$ cat config.mk
export PLATFORM = sky130hd
export DESIGN_NAME = servo_pwm
export DESIGN_NICKNAME = d
export VERILOG_FILES = /design/src/rtl/servo_pwm.sv
export SDC_FILE = /design/constraint.sdc
export NUM_CORES = 1
export LEC_CHECK = 0
export CAP_MARGIN = 20
export CORE_MARGIN = 2
export CORE_UTILIZATION = 48
export CTS_BUF_LIST = sky130_fd_sc_hd__clkbuf_2 sky130_fd_sc_hd__clkbuf_4 sky130_fd_sc_hd__clkbuf_8
export CTS_CLUSTER_DIAMETER = 100
export DETAILED_ROUTE_END_ITERATION = 8
export PLACE_DENSITY = 0.66
export SLEW_MARGIN = 20
export SYNTH_ARGS = -nofsm -noshare
export SYNTH_HDL_FRONTEND = slang
export SYNTH_SLANG_ARGS = --single-unit
$ cat constraint.sdc
create_clock -name clk -period 3.9 [get_ports clk]
set_clock_uncertainty 0.1 [all_clocks]
set_input_delay 0.78 -clock clk [delete_from_list [all_inputs] [get_ports clk]]
set_output_delay 0.78 -clock clk [all_outputs]
set_load 0.03 [all_outputs]
$ cat src/rtl/servo_pwm.sv
// servo_pwm: framed servo PWM generator with one-deep command buffer and tick-paced position slewing
module servo_pwm #(
  parameter int FRAME_CYCLES = 2000000,
  parameter int MIN_PULSE    = 100000,
  parameter int STEP_CYCLES  = 392,
  parameter int RESET_POS    = 128
) (
  input  logic       clk,
  input  logic       rst,
  input  logic       sclk_in,
  input  logic [7:0] cmd_pos,
  input  logic       cmd_valid,
  output logic       cmd_ready,
  output logic       pwm,
  output logic       frame_start,
  output logic [7:0] cur_pos,
  output logic       at_target
);
  localparam logic [20:0] LAST    = 21'(FRAME_CYCLES - 1);
  localparam logic [20:0] W_RST   = 21'(MIN_PULSE + RESET_POS * STEP_CYCLES);
  localparam logic [7:0]  POS_RST = 8'(RESET_POS);
  logic [20:0] cnt_q, cnt_d, w_q, w_d;
  logic [7:0]  pend_q, pend_d, target_q, target_d, pos_q, pos_d;
  logic        pwm_q, pwm_d, fs_q, fs_d, ready_q, ready_d, pend_v_q, pend_v_d, sclk_q;
  logic        wrap, tick, accept;
  // next-state: frame timing, width latch at frame end, command hand-off and slewing toward the pre-update target
  always_comb begin
    wrap     = cnt_q == LAST;
    cnt_d    = wrap ? '0 : cnt_q + 21'd1;
    w_d      = wrap ? 21'(MIN_PULSE + int'(pos_q) * STEP_CYCLES) : w_q;
    pwm_d    = cnt_q < w_q;
    fs_d     = cnt_q == '0;
    accept   = cmd_valid & ready_q;
    pend_d   = accept ? cmd_pos : pend_q;
    pend_v_d = accept | (pend_v_q & ~wrap);
    target_d = (wrap & pend_v_q) ? pend_q : target_q;
    ready_d  = ~pend_v_d;
    tick     = sclk_in & ~sclk_q;
    pos_d    = (~tick | (pos_q == target_q)) ? pos_q : (pos_q < target_q) ? pos_q + 8'd1 : pos_q - 8'd1;
  end
  // state registers; reset parks the servo mid-travel and holds the command port closed
  always_ff @(posedge clk or posedge rst) begin
    if (rst) begin
      cnt_q    <= '0;
      w_q      <= W_RST;
      pwm_q    <= 1'b0;
      fs_q     <= 1'b0;
      ready_q  <= 1'b0;
      pend_v_q <= 1'b0;
      pend_q   <= '0;
      target_q <= POS_RST;
      pos_q    <= POS_RST;
      sclk_q   <= 1'b0;
    end else begin
      cnt_q    <= cnt_d;
      w_q      <= w_d;
      pwm_q    <= pwm_d;
      fs_q     <= fs_d;
      ready_q  <= ready_d;
      pend_v_q <= pend_v_d;
      pend_q   <= pend_d;
      target_q <= target_d;
      pos_q    <= pos_d;
      sclk_q   <= sclk_in;
    end
  end
  assign cmd_ready   = ready_q;
  assign pwm         = pwm_q;
  assign frame_start = fs_q;
  assign cur_pos     = pos_q;
  assign at_target   = pos_q == target_q;
endmodule

==> impl_metrics.tcl <==
set metrics [dict create \
    setup_viol 0 \
    drv_slew 0 \
    rsz0062_at_grt "no" \
    drive_gt1_frac 0.123 \
    htree_levels 3 \
    post_cts_resized 0 \
    grt_pass1_vias 3034 \
    nFillCells 783 \
    clk_pin_slew_worst_paths_ns 0.07 \
    wirelength_um 7830 \
    cp-start-kind "flop" \
    die_h_um 97.3 \
    end_kind "flop" \
    synth-edff-count 0 \
    p_leak_uw 0.00223 \
    pin_count 24 \
    r2r_start "cur_pos[2]$_DFFE_PP0N_" \
    fmax_mhz 278 \
    required_ns 4.02 \
    num_vias 2994 \
    p_per_area_nw_per_um2 932 \
    firstDrtPassIters 4 \
    grt-ovfl-total 0 \
    ys_seq_elements 65 \
    numClockSinks 65 \
    cp_max_fo 8 \
    place_hpwl_um 5810 \
    cp-startpoint "cur_pos[2]$_DFFE_PP0N_" \
    period_minus_slack_ns 3.59 \
    ctsRootBufferMaster "clkbuf_8" \
    wire_per_inst_um 14.1 \
    pre_cts_ws_ns 0.309 \
    grt_max_degree 48 \
    hp-start "w_q[5]$_DFFE_PP1N_" \
    synth-seq-area-share 0.392 \
    clkLatencyLatePin_ns 0.34 \
    nets 517 \
    fp-row-count 34 \
    final_common_cell "ha_1" \
    numCtsBuffers 9 \
    cap_violations 0 \
    drc 0 \
    grt_pass1_wl_um 14100 \
    ys_types 50 \
    crit_type "reg2reg" \
    cts_buffer_depth 2 \
    drt-initial-drc-count 64 \
    ctsHoldBuffers 0 \
    routabilityCongestion 0.823 \
    setup_slack_ns 0.305 \
    async_flop_share 1.00 \
    tns_ns 0 \
    yosysWarnings 0 \
    postRouteAntennaNets 0 \
    ir_worst_vdd_mv 0.686 \
    portBuffers 23 \
    antenna_found_initial 0 \
    arrival_ns 3.71 \
    grt_usage 0.181 \
    start_util 0.486 \
    postCtsSetupRepairBufs 0 \
    netlist_area_um2 4180 \
    area_growth_pct 13.4 \
    via_per_inst 5.38 \
    synthFlopType "dfrtp_1" \
    syn_inst 412 \
    finalCritPeriodShare 0.922 \
    relSlewSlack 0.460 \
    hold_viol_final 0 \
    core-area_um2 8590 \
    diodes 0 \
    status "finished clean" \
    worst_hold_path_type "reg2reg" \
    synth_nets 486 \
    die-area_um2 9470 \
    avgSynthCellArea_um2 10.1 \
    mostFrequentLayoutCells "ha_1, dfrtp_1, nand2_1" \
    cts_tree "yes" \
    tightestPinTransition_ns 0.809 \
    die_x_um 97.3 \
]
-- synthesized netlist by cell type (2+ instances only) --
cell      count  share of area
and3_1       10          0.015
o21a_1        4         0.0072
o21ai_1       3         0.0036
nor2_1       19          0.017
or2_2         3         0.0045
dfrtp_1      57           0.34
o21bai_1      2         0.0036
buf_2         2         0.0024
a21o_1        8          0.014
nor4_1        3         0.0045
nand2b_1      3         0.0045
a21oi_1      16          0.019
xnor2_1      20          0.042
nand3_1      14          0.017
inv_1        35          0.031
fa_1          4          0.019
nand2_1      35          0.031
mux2_2       17          0.046
ha_1         58           0.17
o21ai_0      23          0.028
clkbuf_1      3         0.0027
dfstp_2       8          0.050
nand3b_1      2         0.0036
or3_1         2         0.0030
nand2_2       2         0.0030
nand4_1       6         0.0090
o211ai_1      4         0.0072
nor3_1        6         0.0072
a211oi_1      2         0.0036
nor2b_1       4         0.0060
xor2_1       18          0.038
-- worst max-delay path, stage by stage (launching register included) --
cell,delay [ns]
dfrtp_1,0.49
ha_1,0.35
fa_1,0.46
ha_1,0.29
ha_1,0.19
inv_1,0.06
fa_1,0.40
nor2b_1,0.20
o22ai_1,0.13
xnor2_1,0.32
nand4_1,0.20
xnor2_1,0.22
o21ai_1,0.07
-- per-stage QoR --
stage,hold WS (ns),cells,util,cell area (um2),total power [uW]
floorplan,0.345,412,-,4180,3280
global placement,0.368,540,0.528,4530,3790
detailed placement,0.362,540,0.528,4530,3840
CTS,0.373,556,0.552,4740,4470
global route,0.400,556,0.552,4740,4920
finish,0.368,556,0.552,4740,4420
-- routing by layer --
| layer | wire [um] | vias up | global-route usage |
|---|---|---|---|
| li1 | - | 1504 | - |
| met1 | 3630 | 1441 | 0.230 |
| met2 | 3820 | 38 | 0.311 |
| met3 | 245 | 11 | 0.0324 |
| met4 | 127 | 0 | 0.0641 |
| met5 | 0 | - | 0 |
-- flip-flops by register name, summed over array words and instances (netlist names), 8 cells and up --
name and flops:
cur_pos 8, pend_q 8, cnt_q 21, target_q 8, w_q 15
-- logic make-up after synthesis --
group / after synthesis / share of synthesized area
multiplexers: 17 / 0.0458
AO/OA/AOI/OAI: 72 / 0.106
XOR/XNOR: 38 / 0.0796
flip-flops: 65 / 0.392
AND/OR/NAND/NOR: 117 / 0.145
buffers and inverters: 41 / 0.0392
adder cells (fa/ha/maj): 62 / 0.193
-- worst paths after layout --
kind	to	slack, ns	cells after the start
min in group asynchronous	cnt_q[0]$_DFF_PP0_	0.78	2
min reg2reg	w_q[5]$_DFFE_PP1N_	0.37	2
max reg2reg	w_q[15]$_DFFE_PP0N_	0.31	12
min	w_q[5]$_DFFE_PP1N_	0.37	2
max in group asynchronous	cnt_q[8]$_DFF_PP0_	2.18	3
max	w_q[15]$_DFFE_PP0N_	0.31	12
-- report_power, final --
part	total [uW]	switching, uW	internal [uW]	leakage, uW
Combinational	3020	1620	1390	0.00128
Clock	585	271	313	0.0000985
Sequential	820	97.3	723	0.000844
-- cell type report --
class                           count  area (um2)  area share
Sequential cell                    65        1640       0.345
Inverter                           35         133      0.0280
Timing Repair Buffer               26         253      0.0533
Tap cell                          108         135      0.0285
Clock buffer                       10         138      0.0290
Clock inverter                      6        67.6      0.0143
Multi-Input combinational cell    306        2380       0.502
Note: power is estimated with default switching activity, not from simulation.
